### config.mk
export PLATFORM = sky130hd
export DESIGN_NAME = pipeline_ctrl
export DESIGN_NICKNAME = d
export VERILOG_FILES = /design/src/rtl/pipeline_ctrl_pkg.sv /design/src/rtl/pipeline_ctrl_pause_encoder.sv /design/src/rtl/pipeline_ctrl.sv
export SDC_FILE = /design/constraint.sdc
export NUM_CORES = 1
export LEC_CHECK = 0
export BUFFER_PORTS_ARGS = -buffer_cell sky130_fd_sc_hd__buf_2
export CORE_MARGIN = 5
export CORE_UTILIZATION = 44
export CTS_BUF_LIST = sky130_fd_sc_hd__clkbuf_8 sky130_fd_sc_hd__clkbuf_16
export CTS_CLUSTER_SIZE = 28
export DETAILED_ROUTE_END_ITERATION = 16
export PLACE_DENSITY = 0.78
export SETUP_SLACK_MARGIN = 0.4
export SLEW_MARGIN = 40
export SYNTH_ARGS = -nofsm -noshare
export SYNTH_HDL_FRONTEND = slang
export SYNTH_HIERARCHICAL = 1
export SYNTH_SLANG_ARGS = --single-unit
export TNS_END_PERCENT = 100
### constraint.sdc
create_clock -name clk -period 2.19 [get_ports clk]
set_input_delay 0.438 -clock clk [delete_from_list [all_inputs] [get_ports clk]]
set_output_delay 0.438 -clock clk [all_outputs]
set_load 0.03 [all_outputs]
### src/rtl/pipeline_ctrl_pkg.sv
// Shared types for the pipeline control bus: ctrl_t, stage indices and the
// pipeline_ctrl state encoding.
package pipeline_types;

    localparam int NUM_STAGES = 8;

    localparam int STAGE_PC       = 0;
    localparam int STAGE_IF1      = 1;
    localparam int STAGE_IF2      = 2;
    localparam int STAGE_ID       = 3;
    localparam int STAGE_DISPATCH = 4;
    localparam int STAGE_EX       = 5;
    localparam int STAGE_MEM      = 6;
    localparam int STAGE_WB       = 7;

    typedef struct packed {
        logic [NUM_STAGES-1:0] pause;
        logic                  exception_flush;
    } ctrl_t;

    typedef enum logic [1:0] {
        PCTRL_RUN   = 2'd0,
        PCTRL_FLUSH = 2'd1,
        PCTRL_IDLE  = 2'd2
    } pctrl_state_t;

endpackage

### src/rtl/pipeline_ctrl_pause_encoder.sv
// Highest-set-bit thermometer: every stage at or behind the most downstream
// stall request is paused.
module pause_encoder #(
    parameter int STAGES = 8
) (
    input  logic [STAGES-1:0] pause_req,
    output logic [STAGES-1:0] pause_therm
);

    logic acc;

    always_comb begin
        pause_therm = '0;
        acc         = 1'b0;
        for (int i = STAGES - 1; i >= 0; i--) begin
            acc            = acc | pause_req[i];
            pause_therm[i] = acc;
        end
    end

endmodule

### src/rtl/pipeline_ctrl.sv
// Pipeline control unit: stall merging, exception flush/redirect, idle parking
// and a saturating stall-cycle counter.
//
// state | meaning
// RUN   | normal operation, pause follows the stall requests
// FLUSH | cycle after a flush, redirect strobe to the pc stage
// IDLE  | idle committed, front of pipe parked until an interrupt is pending
module pipeline_ctrl
    import pipeline_types::*;
#(
    parameter int                STAGES    = 8,
    parameter logic [STAGES-1:0] IDLE_MASK = 8'h7F
) (
    input  logic              clk,
    input  logic              rst,
    input  logic [STAGES-1:0] pause_req,
    input  logic              exc_valid,
    input  logic [31:0]       exc_target_pc,
    input  logic              idle_commit,
    input  logic              intr_pending,
    output ctrl_t             ctrl,
    output logic              flush_pc_valid,
    output logic [31:0]       flush_pc,
    output logic [31:0]       stall_cnt
);

    pctrl_state_t      state_q, state_d;
    logic              flush_pc_valid_q, flush_pc_valid_d;
    logic [31:0]       flush_pc_q, flush_pc_d;
    logic [31:0]       stall_cnt_q, stall_cnt_d;
    logic [STAGES-1:0] pause_therm;
    logic [STAGES-1:0] pause;
    logic              exception_flush;

    pause_encoder #(.STAGES(STAGES)) u_pause_encoder (
        .pause_req   (pause_req),
        .pause_therm (pause_therm)
    );

    always_comb begin
        state_d          = state_q;
        pause            = pause_therm;
        exception_flush  = 1'b0;
        flush_pc_valid_d = 1'b0;
        flush_pc_d       = flush_pc_q;
        case (state_q)
            PCTRL_RUN: begin
                if (exc_valid) begin
                    exception_flush  = 1'b1;
                    pause            = '0;
                    flush_pc_valid_d = 1'b1;
                    flush_pc_d       = exc_target_pc;
                    state_d          = PCTRL_FLUSH;
                end else if (idle_commit) begin
                    state_d = PCTRL_IDLE;
                end
            end
            PCTRL_FLUSH: begin
                // pc stage must be free to load the redirect target this cycle
                pause[STAGE_PC] = 1'b0;
                state_d         = PCTRL_RUN;
            end
            PCTRL_IDLE: begin
                pause = IDLE_MASK | pause_therm;
                if (exc_valid) begin
                    exception_flush  = 1'b1;
                    pause            = '0;
                    flush_pc_valid_d = 1'b1;
                    flush_pc_d       = exc_target_pc;
                    state_d          = PCTRL_FLUSH;
                end else if (intr_pending) begin
                    state_d = PCTRL_RUN;
                end
            end
            default: state_d = PCTRL_RUN;
        endcase

        stall_cnt_d = stall_cnt_q;
        if ((|pause) && (stall_cnt_q != 32'hFFFF_FFFF)) begin
            stall_cnt_d = stall_cnt_q + 32'd1;
        end
    end

    always_ff @(posedge clk) begin
        if (rst) begin
            state_q          <= PCTRL_RUN;
            flush_pc_valid_q <= 1'b0;
            flush_pc_q       <= 32'd0;
            stall_cnt_q      <= 32'd0;
        end else begin
            state_q          <= state_d;
            flush_pc_valid_q <= flush_pc_valid_d;
            flush_pc_q       <= flush_pc_d;
            stall_cnt_q      <= stall_cnt_d;
        end
    end

    assign ctrl.pause           = pause;
    assign ctrl.exception_flush = exception_flush;
    assign flush_pc_valid       = flush_pc_valid_q;
    assign flush_pc             = flush_pc_q;
    assign stall_cnt            = stall_cnt_q;

endmodule

==> metrics.cfg <==
[outcome]
status=finished clean

[floorplanning]
die_height_um=94.32
io_pins=119
core-area_sq_um=6869
row_count=30
die-area_sq_um=8895
initial_core_util_pct=45.54
die_w_um=94.32

[place]
port_buffers=118
dp_slack_ns=-0.1460
post_dp_cell_area_sq_um=3963
dp_hpwl_um=6480
routabilityCongestion=0.9213
dp_cells=601

[hold_path]
hold_start=exc_target_pc[13]
min_path_type=input port to flop
hold-path-cell-count=3
whs_endpoint=flush_pc[13]

[yosys]
yosys-top-cells-count=nand2_1, dfxtp_1, a21oi_1
ys_seq_elements=67
ys.warnings.count=6
ys_seq_area_share_pct=42.88
synthArstFlopShare_pct=0
ys.flop_type=dfxtp_1
synth_area_sq_um=3128
yosys.area.top_type=dfxtp_1
syn_inst=396
syn_area_per_cell_sq_um=7.899
synth_top_area_share_pct=42.88
ys_types=38
synth.most_common_cell=nand2_1
synthTopCellsByArea=dfxtp_1, a21oi_1, nand2_1, o31ai_1, or4_1
syn_nets=442
synth-edff-count=0

[clocking]
numCtsBuffers=9
htree_levels=3
cts_sinks=67
cts_buffer_depth=2
path_clk_slew_ns=0.09
clkLatencyLatePin_ns=0.34
cts_tree=built
clockRootBuffer=clkbuf_8

[global_route]
antenna_found_initial=0
grt_pass1_vias=3539
grt_max_degree=36
track_usage_pct=22.85
grt_pass1_wl_um=16410
gr-total-overflow=0

[worst_setup_path]
crit_type=input port to flop
cp_data_arrival_time_ns=2.28
crit_path_end_kind=flop
reg2reg_depth=6
cp.required_ns=2.43
r2r-start=stall_cnt[12]
rrSetupSlack_ns=0.15
r2r_end=stall_cnt[31]
crit_fanout=6
start_kind=input port

[sta]
maxSlewViolCount=0
tightestPinTransition_ns=0.6571
finalCritPeriodShare_pct=93.34
setup_viol=0
period_needed_ns=2.044
fin_ws_ns=0.1458
skew_ns=0.01457
rsz0062_at_grt=yes
final_hold_viol_count=0
fmax_ghz=0.4892
relSlewSlack_pct=55.83
tns_ns=0

[pwr]
irDropWorstVdd_uv=611.1
p_comb_share_pct=16.0
power.leakage_nw=2.146
p_sw_share_pct=27.86
pwr_density_cell_nw_per_um2=565.1
clock_power_share_pct=40.1
switchingPower_uw=803.4
p_seq_share_pct=43.9
p_int_mw=2.080

[drt]
viasPerCell=5.661
dr.pass1.iters=5
first_iter_violations=199
via_count=3719
antenna_left=0
wl_um=11270
drc_errors=0
routedWlPerCell_um=17.15

[final_layout]
fin_cells=657
n_antenna_cell=0
drive_above_1_share_pct=50.80
design_area_sq_um=5102
area_growth_pct=63.12
nets=602

[job]
max_cap_violations=0

cells by family after synthesis:
group | Yosys count | synth area share (%)
mux | 3 | 1.080
flops | 67 | 42.88
fa+ha+maj | 1 | 0.3999
buf+inv | 35 | 4.960
compound gates | 94 | 17.24
simple gates | 196 | 33.44
critical path, stage by stage:
cell	delay (ns)
buf_8	0.10
nor4_4	0.35
nand2_1	0.15
nor4_2	0.30
o2111ai_2	0.20
nand2_2	0.18
buf_12	0.12
buf_16	0.11
nor4_4	0.03
mux2_2	0.28
worst max-delay path by stage:
stage                        from             to  slack, ns  depth (start not counted)
global placement     pause_req[5]  stall_cnt[28]      -0.08                          9
global route        stall_cnt[12]  stall_cnt[31]       0.05                          6
floorplan            pause_req[5]  stall_cnt[28]       0.16                          8
finish               pause_req[6]  stall_cnt[28]       0.15                         10
detailed placement   pause_req[5]   stall_cnt[5]      -0.15                          8
CTS                  stall_cnt[0]  stall_cnt[26]       0.15                          8
cell type report:
cell class / count / area (sq um)
inverter: 6 / 25.02
clock inverter: 7 / 100.1
fill: 513 / 1767
sequential: 67 / 1414
clock buffer: 9 / 123.9
timing repair buffer: 177 / 1338
multi-input combinational: 295 / 1982
tap: 96 / 120.1
per-layer routing:
| layer | wire length (um) | vias to the layer above | part of all wire, % | GRT usage (%) |
|---|---|---|---|---|
| met5 | 0 | - | 0 | 0 |
| met1 | 4231 | 1762 | 38 | 26.10 |
| li1 | - | 1760 | - | - |
| met4 | 291 | 0 | 2.6 | 7.822 |
| met2 | 5849 | 171 | 52 | 40.07 |
| met3 | 897 | 26 | 8.0 | 7.292 |
state kept, by name (all words and copies together), names as in the netlist:
name / count
state_q: 2
flush_pc_valid: 1
flush_pc: 32
stall_cnt: 32
stage by stage:
stage	util (%)	power, mW	hold slack [ns]
detailed placement	57.69	1.659	0.4437
CTS	68.12	2.837	0.3214
finish	74.28	2.883	0.3330
global placement	57.69	1.650	0.4389
floorplan	-	1.531	0.4840
global route	74.28	3.000	0.3144
power groups by stage:
stage,Clock (mW),Sequential (mW),Combinational [mW]
finish,1.16,1.26,0.461
global route,1.24,1.27,0.492
CTS,1.17,1.27,0.400
detailed placement,0,1.31,0.354
global placement,0,1.30,0.347
floorplan,0,1.38,0.150
what timing repair did:
item	4_1_cts	5_1_grt
hold buffers	0	0
cloned	4	5
endpoints found under the hold margin	0	0
pin swaps	44	30
gates resized for setup	61	61
endpoints found under the setup margin	41	41
buffers inserted	21	10
cell usage in the layout (no fill, tap or decap), drive strengths merged:
master / count
and2: 1
bufbuf: 1
bufinv: 2
dfxtp: 67
o2111ai: 1
or3b: 1
nor4b: 1
nand2b: 3
or2: 2
nor2b: 4
o21ai: 4
and3: 7
or4: 26
nor3: 5
nand2: 79
nor2: 23
ha: 1
nand3b: 1
inv: 7
mux2: 3
and4: 4
nor4: 9
clkbuf: 12
nand3: 12
clkinv: 4
a21oi: 63
o31ai: 26
nand4: 14
buf: 173
or3: 5
Power figures use the tool's default switching activity.
